--- config.mk ---
export PLATFORM = sky130hd
export DESIGN_NAME = instr_loader
export DESIGN_NICKNAME = d
export VERILOG_FILES = /design/src/rtl/instr_loader.sv
export SDC_FILE = /design/constraint.sdc
export NUM_CORES = 1
export LEC_CHECK = 0
export CORE_MARGIN = 2
export CORE_UTILIZATION = 30
export CTS_BUF_LIST = sky130_fd_sc_hd__clkbuf_8
export DETAILED_ROUTE_END_ITERATION = 6
export SYNTH_ARGS = -nofsm -noshare
export SYNTH_HDL_FRONTEND = slang
export SYNTH_SLANG_ARGS = --single-unit
--- constraint.sdc ---
create_clock -name clk -period 3.1 [get_ports clk]
set_clock_uncertainty 0.05 [all_clocks]
set_input_delay 0.465 -clock clk [delete_from_list [all_inputs] [get_ports clk]]
set_output_delay 0.465 -clock clk [all_outputs]
set_load 0.05 [all_outputs]
--- src/rtl/instr_loader.sv ---
//==============================================================================
// Module      : instr_loader
// Description : Packs a little-endian byte stream into 32-bit instructions and
//               writes them to instruction memory, holding the core until done.
// Revision    : 1.0 - initial release
//==============================================================================
`default_nettype none

`ifndef WORD
`define WORD 32
`endif
`ifndef INSTR_LEN
`define INSTR_LEN 32
`endif

module instr_loader #(
  parameter int SIZE = 64
) (
  input  logic                         clk,
  input  logic                         reset,
  input  logic                         start,
  input  logic [7:0]                   byte_in,
  input  logic                         byte_valid,
  input  logic                         byte_last,
  output logic                         byte_ready,
  output logic                         wr_en,
  output logic [`WORD-1:0]             wr_addr,
  output logic [`INSTR_LEN-1:0]        wr_data,
  output logic [$clog2(SIZE+1)-1:0]    word_count,
  output logic                         cpu_hold,
  output logic                         load_done,
  output logic                         error
);

  localparam int CW = $clog2(SIZE+1);
  localparam int AW = `WORD;
  localparam int DW = `INSTR_LEN;
  localparam logic [CW-1:0] c_size = CW'(SIZE);

  typedef enum logic [2:0] {
    S_IDLE  = 3'd0,
    S_LOAD  = 3'd1,
    S_WRITE = 3'd2,
    S_DONE  = 3'd3,
    S_ERR   = 3'd4
  } state_t;

  state_t          r_state;
  state_t          w_next;
  logic [1:0]      r_lane;
  logic [23:0]     r_buf;
  logic [DW-1:0]   r_wr_data;
  logic [AW-1:0]   r_wr_addr;
  logic [CW-1:0]   r_word_count;
  logic            r_last;
  logic            w_accept;
  logic            w_restart;
  logic [CW-1:0]   w_count_inc;

  assign w_count_inc = r_word_count + CW'(1);
  assign w_accept    = byte_valid && (r_state == S_LOAD);
  assign w_restart   = start && ((r_state == S_IDLE) || (r_state == S_DONE) ||
                                 (r_state == S_ERR));

  always_ff @(posedge clk) begin
    if (!reset) begin
      r_state <= S_IDLE;
    end else begin
      r_state <= w_next;
    end
  end

  always_comb begin
    w_next     = r_state;
    byte_ready = 1'b0;
    wr_en      = 1'b0;
    cpu_hold   = 1'b1;
    load_done  = 1'b0;
    error      = 1'b0;
    case (r_state)
      S_IDLE: begin
        if (start) w_next = S_LOAD;
      end
      S_LOAD: begin
        byte_ready = 1'b1;
        if (w_accept) begin
          if (r_lane == 2'd3) begin
            w_next = S_WRITE;
          end else if (byte_last) begin
            w_next = S_ERR;
          end
        end
      end
      S_WRITE: begin
        wr_en = 1'b1;
        if (r_last || (w_count_inc == c_size)) begin
          w_next = S_DONE;
        end else begin
          w_next = S_LOAD;
        end
      end
      S_DONE: begin
        cpu_hold  = 1'b0;
        load_done = 1'b1;
        if (start) w_next = S_LOAD;
      end
      S_ERR: begin
        error = 1'b1;
        if (start) w_next = S_LOAD;
      end
      default: w_next = S_IDLE;
    endcase
  end

  // Datapath: byte lanes, assembled word, write address and word counter.
  always_ff @(posedge clk) begin
    if (!reset) begin
      r_lane       <= 2'd0;
      r_buf        <= 24'd0;
      r_wr_data    <= '0;
      r_wr_addr    <= '0;
      r_word_count <= '0;
      r_last       <= 1'b0;
    end else if (w_restart) begin
      r_lane       <= 2'd0;
      r_wr_addr    <= '0;
      r_word_count <= '0;
      r_last       <= 1'b0;
    end else if (w_accept) begin
      r_lane <= r_lane + 2'd1;
      case (r_lane)
        2'd0: r_buf[7:0]   <= byte_in;
        2'd1: r_buf[15:8]  <= byte_in;
        2'd2: r_buf[23:16] <= byte_in;
        default: begin
          r_wr_data <= DW'({byte_in, r_buf});
          r_wr_addr <= AW'({r_word_count, 2'b00});
          r_last    <= byte_last;
        end
      endcase
    end else if (r_state == S_WRITE) begin
      r_word_count <= w_count_inc;
      r_lane       <= 2'd0;
    end
  end

  assign wr_addr    = r_wr_addr;
  assign wr_data    = r_wr_data;
  assign word_count = r_word_count;

endmodule

`default_nettype wire
==> impl_metrics.tcl <==
set metrics [dict create \
    antenna_left 0 \
    cts_resized 0 \
    stdcell_count 595 \
    p_per_area_mw_per_mm2 449.8 \
    cts_inserted_buffers 9 \
    ys_ff_latch 76 \
    drc_errors 0 \
    num_rows 38 \
    ys_top_cells_by_area "dfxtp_1 (46%), nand2_1 (13%), a21boi_1 (7.2%)" \
    cts.sinks 76 \
    leakage_nw 1.428 \
    layout_worst_path_cycle_share 0.8303 \
    h-tree-depth 3 \
    slew_headroom 0.5966 \
    critPathMaxFanout 6 \
    synth_most_common_cell "nand2_1" \
    grt_max_degree 60 \
    ys_async_sr_fraction 0 \
    setup-tns-final_ps 0 \
    drive_gt1_frac 0.05275 \
    core_mm2 0.01084 \
    insertion_delay_ps 340 \
    worst_pin_slew_ps 603.7 \
    postCtsHoldBufs 0 \
    clockBufferDepth 2 \
    rsz0062_at_grt "no" \
    synth_warnings 0 \
    synth_area_per_cell_um2 8.334 \
    grt_util_all_layers 0.1297 \
    port_buffers 63 \
    hold_class "register to register" \
    grt_pass1_wl_um 12270 \
    root_buffer "clkbuf_8" \
    worstSetupEndpointType "primary output" \
    maxSlewViolCount 0 \
    synth_commonest_cells "nand2_1 (115), dfxtp_1 (76), a21boi_1 (32), nand3_1 (28), buf_4 (26)" \
    synth.cell_area_mm2 0.003342 \
    synth-seq-area-share 0.4553 \
    synthCells 401 \
    antenna_found_initial 0 \
    vias 2724 \
    fin_crit_ps 2574 \
    status "finished, final reports clean" \
    cts_tree "built" \
    synth_cell_types 34 \
    hold_violations 0 \
    clk_pin_slew_ps 80 \
    die_area_mm2 0.01200 \
    cp.arrival_ps 2060 \
    vias_per_cell 4.578 \
    yosys_most_used_dff "dfxtp_1" \
    cts_setup_buffers 0 \
    yosysTopAreaCell "dfxtp_1" \
    area_growth_syn_to_layout_pct 24.49 \
    cp.required_ps 2580 \
    fmax_mhz 388.5 \
    grt_pass1_vias 2547 \
    io_pins 89 \
    maxCapViolations 0 \
    place_congestion 0.7710 \
    peakVddDrop_mv 0.2164 \
    die_h_um 109.5 \
    die_w_um 109.5 \
    dp_hpwl_um 5167 \
    drtPass1Iterations 4 \
    yosysTopAreaCellShare 0.4553 \
    first_iter_violations 109 \
    dp_cells 580 \
    diodes 0 \
    initial_core_util 0.3083 \
    overflow 0 \
    final-setup-viol-count 0 \
    synth_edf_count 0 \
    wire_per_inst_um 12.54 \
    rrSetupSlack_ps 1310 \
    nets 471 \
    cp-start-kind "register" \
    critPathKind "register to primary output" \
    routed_wl_um 7461 \
]
-- registers in the layout (all words and copies together) (netlist names) --
register / cells
r_last: 1
r_lane: 2
word_count: 7
wr_addr: 7
r_buf: 24
r_state: 3
wr_data: 32
-- critical path, cell delays in order, from the launching register on --
cell and delay [ps]:
dfxtp_1 430, nor2b_1 290, nand2_1 130, inv_2 80, clkdlybuf4s50_1 790
-- worst paths after layout --
kind / start / end / cells after the start
min: r_buf[23]$_SDFFE_PN0P_ / wr_data[23]$_SDFFE_PN0P_ / 2
min reg2reg: r_buf[23]$_SDFFE_PN0P_ / wr_data[23]$_SDFFE_PN0P_ / 2
max reg2reg: r_state[0]$_SDFFE_PN0P_ / wr_addr[5]$_SDFFE_PP0P_ / 6
max: r_state[0]$_SDFFE_PN0P_ / load_done / 4
-- metal layers --
| metal | GRT usage | up-vias | wire length [µm] |
|---|---|---|---|
| met4 | 0.03526 | 0 | 42 |
| met1 | 0.1646 | 1277 | 3410 |
| met5 | 0 | - | 0 |
| met3 | 0.04209 | 4 | 500 |
| li1 | - | 1368 | - |
| met2 | 0.2112 | 75 | 3507 |
-- kinds of logic after synthesis --
family	Yosys count	share of synthesized area
xor+xnor	7	0.01835
compound gates	79	0.1655
flops	76	0.4553
buf+inv	57	0.1078
mux	2	0.005991
fa+ha+maj	7	0.02621
other cells	1	0.001122
simple gates	172	0.2198
-- layout by cell type (no fill, tap or decap), types with 3 or more instances in the layout --
| cell | count |
|---|---|
| buf_4 | 5 |
| nand4_1 | 4 |
| a21boi_1 | 32 |
| nor2b_1 | 3 |
| clkbuf_8 | 9 |
| a21boi_0 | 24 |
| ha_1 | 7 |
| dfxtp_1 | 76 |
| xor2_1 | 6 |
| nor2_1 | 11 |
| and2_1 | 3 |
| conb_1 | 25 |
| nand2_1 | 115 |
| clkdlybuf4s50_1 | 62 |
| o21ai_0 | 4 |
| a21oi_1 | 13 |
| nand3_1 | 28 |
-- where the power goes --
group / switching, mW / total [mW] / internal [mW]
registers: 0.00550 / 0.987 / 0.982
logic: 0.116 / 0.154 / 0.0386
clock network: 0.361 / 0.730 / 0.369
total: 0.482 / 1.87 / 1.39
-- metrics by stage --
stage	instance area [µm²]	util	power [mW]	hold slack, ps	worst slack [ps]
floorplan	3432	-	1.149	381.0	1115
global placement	3971	0.3663	1.164	390.8	892.4
detailed placement	3971	0.3663	1.165	394.2	842.8
CTS	4160	0.3838	1.896	395.5	476.3
global route	4160	0.3838	1.944	419.4	382.6
finish	4160	0.3838	1.871	398.0	526.0
-- cell type report --
class,count,area (µm²)
clock buffer,9,123.9
clock inverter,6,65.06
fill,1148,6680
inverter,3,11.26
multi-input combinational,292,1565
sequential,76,1521
tap,140,175.2
timing repair buffer,69,698.2
(Power assumes the default switching activity.)
